--- src/rtl/osd_bram_arbiter.sv ---
// osd_bram_arbiter: shares one single-port synchronous-read OSD BRAM between
// the SPI RAM slave (sparse one-cycle rd/wr strobes) and the OSD video fetcher
// (level request / ack). Video has fixed priority. An SPI access is latched
// into a single pending slot and issued in the next free cycle.
// Optional build macro: OSD_ARB_STATS_EN enables the stat_wait counter.
module osd_bram_arbiter #(
  parameter int         c_addr_bits = 32,
  parameter int         c_bram_bits = 12,
  parameter logic [7:0] c_addr_osd  = 8'hFD
) (
  input  logic                   clk,
  input  logic                   rstn,
  input  logic                   spi_rd,
  input  logic                   spi_wr,
  input  logic [c_addr_bits-1:0] spi_addr,
  input  logic [7:0]             spi_wdata,
  output logic [7:0]             spi_rdata,
  output logic                   spi_busy,
  output logic                   spi_overrun,
  input  logic                   overrun_clr,
  input  logic                   vid_req,
  input  logic [c_bram_bits-1:0] vid_addr,
  output logic                   vid_ack,
  output logic [7:0]             vid_rdata,
  output logic [c_bram_bits-1:0] bram_addr,
  output logic                   bram_we,
  output logic [7:0]             bram_wdata,
  input  logic [7:0]             bram_rdata,
  output logic [15:0]            stat_wait
);

  // Pending SPI slot
  logic                   pend_valid_r;
  logic                   pend_we_r;
  logic [c_bram_bits-1:0] pend_addr_r;
  logic [7:0]             pend_wdata_r;

  // Issue pipeline tracking: stage 1 = address presented, stage 2 = data out
  logic vid_inflight_r;
  logic s1_vid_r;
  logic s2_vid_r;
  logic s1_spi_r;
  logic s1_spi_rd_r;
  logic s2_spi_rd_r;

  // Output registers
  logic [7:0]             spi_rdata_r;
  logic                   spi_busy_r;
  logic                   spi_overrun_r;
  logic                   vid_ack_r;
  logic [7:0]             vid_rdata_r;
  logic [c_bram_bits-1:0] bram_addr_r;
  logic                   bram_we_r;
  logic [7:0]             bram_wdata_r;

  // Combinational decisions for the current edge
  logic match_s;
  logic issue_vid_s;
  logic issue_spi_s;
  logic pend_valid_nxt_s;
  logic s1_spi_rd_nxt_s;
  logic busy_nxt_s;
  logic overrun_set_s;

  // Address bits between the BRAM window and the select byte are don't-care
  logic unused_addr_s;
  assign unused_addr_s = ^spi_addr[c_addr_bits-9:c_bram_bits];

  // Strobe decode, slot arbitration and next-state of the SPI tracking
  always_comb begin
    match_s          = 1'b0;
    issue_vid_s      = 1'b0;
    issue_spi_s      = 1'b0;
    pend_valid_nxt_s = pend_valid_r;
    s1_spi_rd_nxt_s  = 1'b0;
    busy_nxt_s       = 1'b0;
    overrun_set_s    = 1'b0;

    if ((spi_rd || spi_wr) && (spi_addr[c_addr_bits-1 -: 8] == c_addr_osd)) begin
      match_s = 1'b1;
    end else begin
      match_s = 1'b0;
    end

    // Video wins whenever it asks and has nothing outstanding
    if (vid_req && !vid_inflight_r) begin
      issue_vid_s = 1'b1;
      issue_spi_s = 1'b0;
    end else if (pend_valid_r) begin
      issue_vid_s = 1'b0;
      issue_spi_s = 1'b1;
    end else begin
      issue_vid_s = 1'b0;
      issue_spi_s = 1'b0;
    end

    if (match_s) begin
      pend_valid_nxt_s = 1'b1;
    end else if (issue_spi_s) begin
      pend_valid_nxt_s = 1'b0;
    end else begin
      pend_valid_nxt_s = pend_valid_r;
    end

    // Replacing an access that is issued on this same edge is not an overrun
    overrun_set_s   = match_s && pend_valid_r && !issue_spi_s;
    s1_spi_rd_nxt_s = issue_spi_s && !pend_we_r;
    // Writes finish once the enable has been presented; reads after capture
    busy_nxt_s      = pend_valid_nxt_s || issue_spi_s || s1_spi_rd_r;
  end

  // Pending SPI slot capture; write wins when both strobes are high
  always_ff @(posedge clk or negedge rstn) begin
    if (!rstn) begin
      pend_valid_r <= 1'b0;
      pend_we_r    <= 1'b0;
      pend_addr_r  <= '0;
      pend_wdata_r <= 8'h00;
    end else begin
      pend_valid_r <= pend_valid_nxt_s;
      if (match_s) begin
        pend_we_r    <= spi_wr;
        pend_addr_r  <= spi_addr[c_bram_bits-1:0];
        pend_wdata_r <= spi_wdata;
      end else begin
        pend_we_r    <= pend_we_r;
        pend_addr_r  <= pend_addr_r;
        pend_wdata_r <= pend_wdata_r;
      end
    end
  end

  // Pipeline stage tracking and video in-flight flag
  always_ff @(posedge clk or negedge rstn) begin
    if (!rstn) begin
      vid_inflight_r <= 1'b0;
      s1_vid_r       <= 1'b0;
      s2_vid_r       <= 1'b0;
      s1_spi_r       <= 1'b0;
      s1_spi_rd_r    <= 1'b0;
      s2_spi_rd_r    <= 1'b0;
    end else begin
      s1_vid_r    <= issue_vid_s;
      s2_vid_r    <= s1_vid_r;
      s1_spi_r    <= issue_spi_s;
      s1_spi_rd_r <= s1_spi_rd_nxt_s;
      s2_spi_rd_r <= s1_spi_rd_r;
      if (issue_vid_s) begin
        vid_inflight_r <= 1'b1;
      end else if (s2_vid_r) begin
        vid_inflight_r <= 1'b0;
      end else begin
        vid_inflight_r <= vid_inflight_r;
      end
    end
  end

  // BRAM port registers; address holds when the slot is idle
  always_ff @(posedge clk or negedge rstn) begin
    if (!rstn) begin
      bram_addr_r  <= '0;
      bram_we_r    <= 1'b0;
      bram_wdata_r <= 8'h00;
    end else begin
      bram_we_r <= issue_spi_s && pend_we_r;
      if (issue_vid_s) begin
        bram_addr_r  <= vid_addr;
        bram_wdata_r <= bram_wdata_r;
      end else if (issue_spi_s) begin
        bram_addr_r  <= pend_addr_r;
        bram_wdata_r <= pend_wdata_r;
      end else begin
        bram_addr_r  <= bram_addr_r;
        bram_wdata_r <= bram_wdata_r;
      end
    end
  end

  // Read-data capture, ack pulse, busy and sticky overrun flag
  always_ff @(posedge clk or negedge rstn) begin
    if (!rstn) begin
      vid_ack_r     <= 1'b0;
      vid_rdata_r   <= 8'h00;
      spi_rdata_r   <= 8'h00;
      spi_busy_r    <= 1'b0;
      spi_overrun_r <= 1'b0;
    end else begin
      vid_ack_r  <= s2_vid_r;
      spi_busy_r <= busy_nxt_s;
      if (s2_vid_r) begin
        vid_rdata_r <= bram_rdata;
      end else begin
        vid_rdata_r <= vid_rdata_r;
      end
      if (s2_spi_rd_r) begin
        spi_rdata_r <= bram_rdata;
      end else begin
        spi_rdata_r <= spi_rdata_r;
      end
      if (overrun_set_s) begin
        spi_overrun_r <= 1'b1;
      end else if (overrun_clr) begin
        spi_overrun_r <= 1'b0;
      end else begin
        spi_overrun_r <= spi_overrun_r;
      end
    end
  end

`ifdef OSD_ARB_STATS_EN
  logic [15:0] stat_wait_r;

  // Count edges where SPI work was waiting (or arriving) but video took the slot
  always_ff @(posedge clk or negedge rstn) begin
    if (!rstn) begin
      stat_wait_r <= 16'h0000;
    end else if (issue_vid_s && (pend_valid_r || match_s) && (stat_wait_r != 16'hFFFF)) begin
      stat_wait_r <= stat_wait_r + 16'd1;
    end else begin
      stat_wait_r <= stat_wait_r;
    end
  end

  assign stat_wait = stat_wait_r;
`else
  assign stat_wait = 16'h0000;
`endif

  assign spi_rdata   = spi_rdata_r;
  assign spi_busy    = spi_busy_r;
  assign spi_overrun = spi_overrun_r;
  assign vid_ack     = vid_ack_r;
  assign vid_rdata   = vid_rdata_r;
  assign bram_addr   = bram_addr_r;
  assign bram_we     = bram_we_r;
  assign bram_wdata  = bram_wdata_r;

endmodule

--- config.mk ---
export PLATFORM = sky130hd
export DESIGN_NAME = osd_bram_arbiter
export DESIGN_NICKNAME = d
export VERILOG_FILES = /design/src/rtl/osd_bram_arbiter.sv
export SDC_FILE = /design/constraint.sdc
export NUM_CORES = 1
export LEC_CHECK = 0
export ABC_AREA = 0
export CAP_MARGIN = 20
export CORE_MARGIN = 2
export CORE_UTILIZATION = 45
export CTS_CLUSTER_SIZE = 12
export DETAILED_ROUTE_END_ITERATION = 7
export HOLD_SLACK_MARGIN = 0.02
export MAX_ROUTING_LAYER = met4
export PLACE_DENSITY = 0.95
export SLEW_MARGIN = 20
export SYNTH_ARGS = -nofsm -noshare
export SYNTH_HDL_FRONTEND = slang
export SYNTH_SLANG_ARGS = --single-unit
--- constraint.sdc ---
create_clock -name clk -period 3 [get_ports clk]
set_clock_uncertainty 0.2 [all_clocks]
set_input_delay 0.6 -clock clk [delete_from_list [all_inputs] [get_ports clk]]
set_output_delay 0.6 -clock clk [all_outputs]
set_load 0.02 [all_outputs]
==> results of run 1 <==
[metal layers]
metal,GRT usage,part of all wire,vias up
li1,-,-,810
met1,0.207,0.40,845
met2,0.305,0.53,65
met3,0.0549,0.061,8
met4,0.0500,0.011,0
met5,-,0,-
[path summary, 6_finish.rpt]
kind                            cells past startpoint            from  slack, ns        endpoint
worst min-delay path                                1            rstn       0.16     spi_overrun
worst max-delay path                                5    spi_addr[30]       0.76  pend_addr_r[8]
worst min register to register                      0        s1_vid_r       0.16        s2_vid_r
max in group asynchronous                           2            rstn       1.79    spi_rdata[7]
min in group clk                                    0        s1_vid_r       0.16        s2_vid_r
worst max register to register                      3  vid_inflight_r       1.35   bram_wdata[1]
[cell families after synthesis]
group                  after synthesis
DFF                                 67
muxes                               57
buffers and inverters               28
and+or+nand+nor                     22
AOI/OAI and AO/OA                   15
other                                1
[flip-flops by register name (all words and copies together) (netlist names)]
register        count
bram_addr          12
bram_wdata          8
bram_we             1
pend_addr_r        12
pend_valid_r        1
pend_wdata_r        8
pend_we_r           1
s1_spi_rd_r         1
s1_vid_r            1
s2_spi_rd_r         1
s2_vid_r            1
spi_busy            1
spi_overrun         1
spi_rdata           8
vid_ack             1
vid_inflight_r      1
vid_rdata           8
[synth_stat cells, drive strengths merged]
cell type / count
inv: 2
a21o: 1
buf: 22
a32o: 1
nor2b: 1
mux2i: 12
dfrtp: 67
o21ai: 12
conb: 1
nand2: 12
mux2: 45
nor3: 1
nor2: 4
a21oi: 1
nand4b: 1
or3: 1
nand4: 1
nand2b: 1
clkbuf: 4
[power groups by stage]
stage	Sequential (uW)	Combinational, uW	Clock (uW)
2_1_floorplan	1350	195	0
3_3_place_gp	1170	767	0
3_5_place_dp	1180	786	0
4_1_cts	1170	788	619
5_1_grt	1190	827	664
6_report	1160	777	596
[final cells by class]
class / instances / area [sq um] / share of cell area
Sequential cell: 67 / 1680 / 0.435
Tap cell: 75 / 93.8 / 0.0244
Inverter: 2 / 7.51 / 0.00195
Timing Repair Buffer: 98 / 988 / 0.257
Clock buffer: 13 / 149 / 0.0387
Multi-Input combinational cell: 110 / 935 / 0.243
[per-stage QoR]
stage               worst slack, ns  cell area (sq um)  power (uW)  instances
finish                        0.764               3850        2540        365
global route                  0.694               3850        2680        365
floorplan                      1.10               2790        1540        205
CTS                           0.729               3850        2570        365
global placement              0.414               3700        1940        352
detailed placement            0.399               3700        1970        352
[cells in the final DEF, fill, tap and decap left out, drive strengths merged]
cell type       n
a21o            1
a21oi           1
a32o            1
buf             6
clkbuf         13
clkdlybuf4s50  92
conb           16
dfrtp          67
inv             2
mux2           45
mux2i          12
nand2          12
nand2b          1
nand4           1
nand4b          1
nor2            4
nor2b           1
nor3            1
o21ai          12
or3             1
==> reports/metrics.cfg, run 1 <==
[status]
status = complete, no violations

[worst_setup_path]
worstPathCellList = clkdlybuf4s50_1, nand4b_4, nor3_4, buf_4, mux2_1
critical_path.slowest_cell = sky130_fd_sc_hd__clkdlybuf4s50_1
timing.critical_path.required_ns = 3.00
critical_path_arrival_ns = 2.23
setup.worst_path.class = in2reg
critical_path.endpoint_type = flip-flop
critical_path.max_stage_delay_ns = 0.53
timing.critical_path.buf_inv = 2
cell_family_with_most_cp_delay = buffers and inverters
worst_setup_path_start_kind = input port
crit_path_max_fanout = 7

[yosys]
synth.yosys.seq_area_share = 0.612
synthSimpleGateAreaFrac = 0.0457
synth_top_cell_area_share = 0.612
synthXorXnorAreaFrac = 0
synth_mux_area_frac = 0.243
netlist-cell-type-count = 23
netlist_top_cells_area = sky130_fd_sc_hd__dfrtp_1 (61%), sky130_fd_sc_hd__mux2_2 (12%), sky130_fd_sc_hd__mux2_4 (5.5%), sky130_fd_sc_hd__mux2i_1 (4.4%), sky130_fd_sc_hd__buf_4 (4.4%)
yosys_register_bits = 67
synth_area_sq_um = 2740
synth_warnings = 0
synth_top_family_by_area = multiplexers
netlist.top_cell.by_area = sky130_fd_sc_hd__dfrtp_1
postSynthCellCount = 190
synth.avg_cell_area_sq_um = 14.4
synth_compound_gate_area_share = 0.0302
synth_fa_ha_area_frac = 0

[clock_network]
cts-root-buf = sky130_fd_sc_hd__clkbuf_8
clk_pin_slew_ns = 0.07
tritoncts_num_sinks = 67
post_cts_resize_count = 0
cts.path.max_buffers = 2
postCtsSetupRepairBufs = 0
cts_tree = built
clock_network_latency_to_the_later_pin_of_the_worst_skew_pair_ns = 0.32
cts-buffers-inserted = 9
htree_levels = 3
cts_hold_repair.buffers = 0

[power_and_ir_drop]
power-per-cell-area_nw_per_um2 = 659
share_comb_of_total_power = 0.306
netSwitchingFraction = 0.291
cell_internal_pwr_uw = 1800
power.switching_uw = 738
static_leakage_uw = 0.00174
p_clk_frac = 0.235
power_frac_seq = 0.459
irDropWorstVdd_mv = 0.377

[finish]
antenna_cells_inserted = 0
post-route-util = 0.654
drive_gt1_frac = 0.197
area_delta_synth_final_pct = 40.6
fillers = 472
finalNetCount = 354

[sta]
rsz0062_at_grt = false
fin_crit_sh = 0.745
max_clock_freq_ghz = 0.447
hold_ws_ns = 0.155
final-max-slew-violation-count = 0
report.final.setup_viol = 0
post-route-min-period_ns = 2.24
worst-slew-pin-transition_ns = 0.767
report.final.hold_viol_count = 0
setup-tns-final_ns = 0
max_slew_headroom_at_the_worst_pin = 0.489

[floorplanning]
die_h_um = 82.0
pin_count = 122
core_region_area_sq_um = 5890
floorplan.initialDensity = 0.465
std_cell_rows = 28
die_area_sq_um = 6720
die_width_um = 82.0

[detailed_routing]
vias_per_cell = 4.73
detailed_route_iter0_violations = 44
routed-via-count = 1728
routed_wirelength_um = 5500
wl_per_cell_um = 15.1
first_pass_iters = 4
drc = 0
antenna_left = 0

[worst_hold_path]
worst_hold_path_type = in2async

[grt]
antenna_found_initial = 0
grt_usage = 0.180
grt_pass1_wl_um = 8630
grt_pass1_vias = 1855
maximum_number_of_pins_on_one_net_before_global_route_repair = 35
globalRoute.totalOverflow = 0

[placed_design]
gpl.final_weighted_congestion = 0.775
place.detailed.hpwl_um = 4090
place.port_buffers = 93

[flow_run]
maxCapViolations = 0

Note: power is estimated with default switching activity, not from simulation.
==> run 2: changes to the inputs <==
--- a/config.mk
+++ b/config.mk
@@ -8,12 +8,12 @@
 export ABC_AREA = 0
 export CAP_MARGIN = 20
 export CORE_MARGIN = 2
-export CORE_UTILIZATION = 45
+export CORE_UTILIZATION = 42
 export CTS_CLUSTER_SIZE = 12
 export DETAILED_ROUTE_END_ITERATION = 7
 export HOLD_SLACK_MARGIN = 0.02
 export MAX_ROUTING_LAYER = met4
-export PLACE_DENSITY = 0.95
+export PLACE_DENSITY = 0.91
 export SLEW_MARGIN = 20
 export SYNTH_ARGS = -nofsm -noshare
 export SYNTH_HDL_FRONTEND = slang
==> constraint.sdc (replaced) <==
create_clock -name clk -period 2.2 [get_ports clk]
set_clock_uncertainty 0.2 [all_clocks]
set_input_delay 0.44 -clock clk [delete_from_list [all_inputs] [get_ports clk]]
set_output_delay 0.44 -clock clk [all_outputs]
set_load 0.02 [all_outputs]
==> run 2 against run 1 <==
  * Clock-buffer cell count grew 2
  * Total power increased by 46%
  * Utilization shrank 3.0 points
  * Routed wire length down 0.42%
  * Sequential cell count stayed put
  * Die area up 6.8%
  * Critical path depth is 4 lower
  * Via count up 0.75%
  * Largest power group unchanged
==> reports/metrics.cfg, run 2 (synthesis gave the netlist of run 1 again) <==
[status]
status = complete, no violations

[worst_setup_path]
startpoint = spi_overrun
worst_setup_path_endpoint = spi_overrun
critical_path.endpoint_type = output pin
worst_setup_path_start_kind = flip-flop
reg2reg_to = bram_wdata[1]
crit_path_max_fanout = 2  ; -5
critical_path.slowest_cell = sky130_fd_sc_hd__clkdlybuf4s50_1
critical_path_arrival_ns = 1.33  ; -0.90 ns
cell_family_with_most_cp_delay = buffers and inverters
timing.critical_path.buf_inv = 1  ; -1
r2r.worst_path.cells = 4  ; +1
reg2reg_slack_ns = 0.69  ; -0.66 ns
cp_num_cells = 1  ; -4
worstPathCellList = clkdlybuf4s50_1
timing.critical_path.required_ns = 1.56  ; -1.44 ns
critical_path.max_stage_delay_ns = 0.63  ; +0.10 ns
setup.worst_path.class = reg2out
worst_r2r_startpoint = vid_inflight_r

[grt]
globalRoute.totalOverflow = 0  ; unchanged
grt_pass1_vias = 1922  ; +3.6%
maximum_number_of_pins_on_one_net_before_global_route_repair = 68  ; +94%
grt_usage = 0.173  ; -0.00694
antenna_found_initial = 0  ; unchanged
grt_pass1_wl_um = 9270  ; +7.4%

[placed_design]
gpl.final_weighted_congestion = 0.767  ; -1.0%
place.port_buffers = 93  ; unchanged
place.detailed.hpwl_um = 3870  ; -5.5%

[detailed_routing]
vias_per_cell = 4.68  ; -1.1%
first_pass_iters = 4  ; unchanged
wl_per_cell_um = 14.7  ; -2.3%
detailed_route_iter0_violations = 100  ; +130%
routed_wirelength_um = 5480  ; -0.42%
routed-via-count = 1741  ; +0.75%
drc = 0  ; unchanged
antenna_left = 0  ; unchanged

[clock_network]
post_cts_resize_count = 0  ; unchanged
tritoncts_num_sinks = 67  ; unchanged
clock_network_latency_to_the_later_pin_of_the_worst_skew_pair_ns = 0.33  ; about the same
postCtsSetupRepairBufs = 0  ; unchanged
cts.path.max_buffers = 2  ; unchanged
cts-buffers-inserted = 9  ; unchanged
cts_hold_repair.buffers = 1  ; +1
cts-root-buf = sky130_fd_sc_hd__clkbuf_8
cts_tree = built
htree_levels = 3  ; unchanged
clk_pin_slew_ns = 0.07  ; about the same

[floorplanning]
die_width_um = 84.7  ; +3.3%
core_region_area_sq_um = 6310  ; +7.3%
std_cell_rows = 29  ; +3.6%
floorplan.initialDensity = 0.434  ; -0.0315
die_area_sq_um = 7180  ; +6.8%
die_h_um = 84.7  ; +3.3%
pin_count = 122  ; unchanged

[sta]
rsz0062_at_grt = false
max_clock_freq_ghz = 0.508
post-route-min-period_ns = 1.97
report.final.setup_viol = 0  ; unchanged
final-max-slew-violation-count = 0  ; unchanged
hold_ws_ns = 0.151  ; -0.00460 ns
fin_crit_sh = 0.895
report.final.hold_viol_count = 0  ; unchanged

[finish]
finalNetCount = 356  ; +0.56%
area_delta_synth_final_pct = 43.9
drive_gt1_frac = 0.207  ; +0.0102
layout_commonest_cell = sky130_fd_sc_hd__clkdlybuf4s50_1
final_cell_mix = sky130_fd_sc_hd__clkdlybuf4s50_1 (92), sky130_fd_sc_hd__dfrtp_1 (67), sky130_fd_sc_hd__mux2_2 (28), sky130_fd_sc_hd__conb_1 (16)
antenna_cells_inserted = 0  ; unchanged

[power_and_ir_drop]
post-layout-total-power_uw = 3700  ; +46%
netSwitchingFraction = 0.284  ; -0.00724
irDropWorstVdd_mv = 0.523  ; +39%
share_comb_of_total_power = 0.288  ; -0.018
static_leakage_uw = 0.00179  ; +2.5%
p_clk_frac = 0.283  ; +0.048
cell_internal_pwr_uw = 2650  ; +47%
power-per-cell-area_nw_per_um2 = 939  ; +42%
power.switching_uw = 1050  ; +42%
power_frac_seq = 0.429  ; -0.030

[flow_run]
maxCapViolations = 0  ; unchanged

[worst_hold_path]
worst_hold_path_type = reg2reg

## run 2: worst min-delay path by stage
| stage | cells past startpoint | start | slack (ns) | endpoint |
|---|---|---|---|---|
| floorplan | 0 | rstn | -0.06 | bram_addr[0] |
| detailed placement | 0 | s1_vid_r | 0.14 | s2_vid_r |
| global route | 0 | s1_vid_r | 0.16 | s2_vid_r |
| CTS | 0 | s1_vid_r | 0.15 | s2_vid_r |
| finish | 0 | s1_vid_r | 0.15 | s2_vid_r |
| global placement | 0 | s1_vid_r | 0.13 | s2_vid_r |
## run 2: power by group through the flow
stage,registers [uW],clock network [uW],logic (uW)
final,1590,1050,1060
after global placement,1600,0,1050
after global routing,1620,1140,1130
after detailed placement,1610,0,1070
after floorplan,1840,0,266
after CTS,1590,1070,1080
## run 2: final cells by class
type                    count  area, sq um
fillers                   505         2370
flip-flops and latches     67         1680
well taps                  77         96.3
multi-input cells         110          935
clock buffers              15          176
inverters                   2         7.51
repair buffers            100         1020
clock inverters             1         30.0
## run 2: routing by layer
| metal | track usage | up-vias | wire (um) |
|---|---|---|---|
| met3 | 0.0393 | 10 | 315 |
| met1 | 0.209 | 840 | 2310 |
| met5 | - | - | 0 |
| li1 | - | 823 | - |
| met4 | 0.0736 | 0 | 90 |
| met2 | 0.278 | 68 | 2770 |
## run 2: stage by stage
step	area [sq um]	utilization	setup slack (ns)	TNS, ns	instances
6_report	3940	0.624	0.232	0	372
2_1_floorplan	2790	-	0.456	0	205
3_5_place_dp	3720	0.590	-0.0209	-0.0835	355
3_3_place_gp	3720	0.590	0.0113	0	355
5_1_grt	3940	0.624	0.174	0	372
4_1_cts	3940	0.624	0.218	0	372
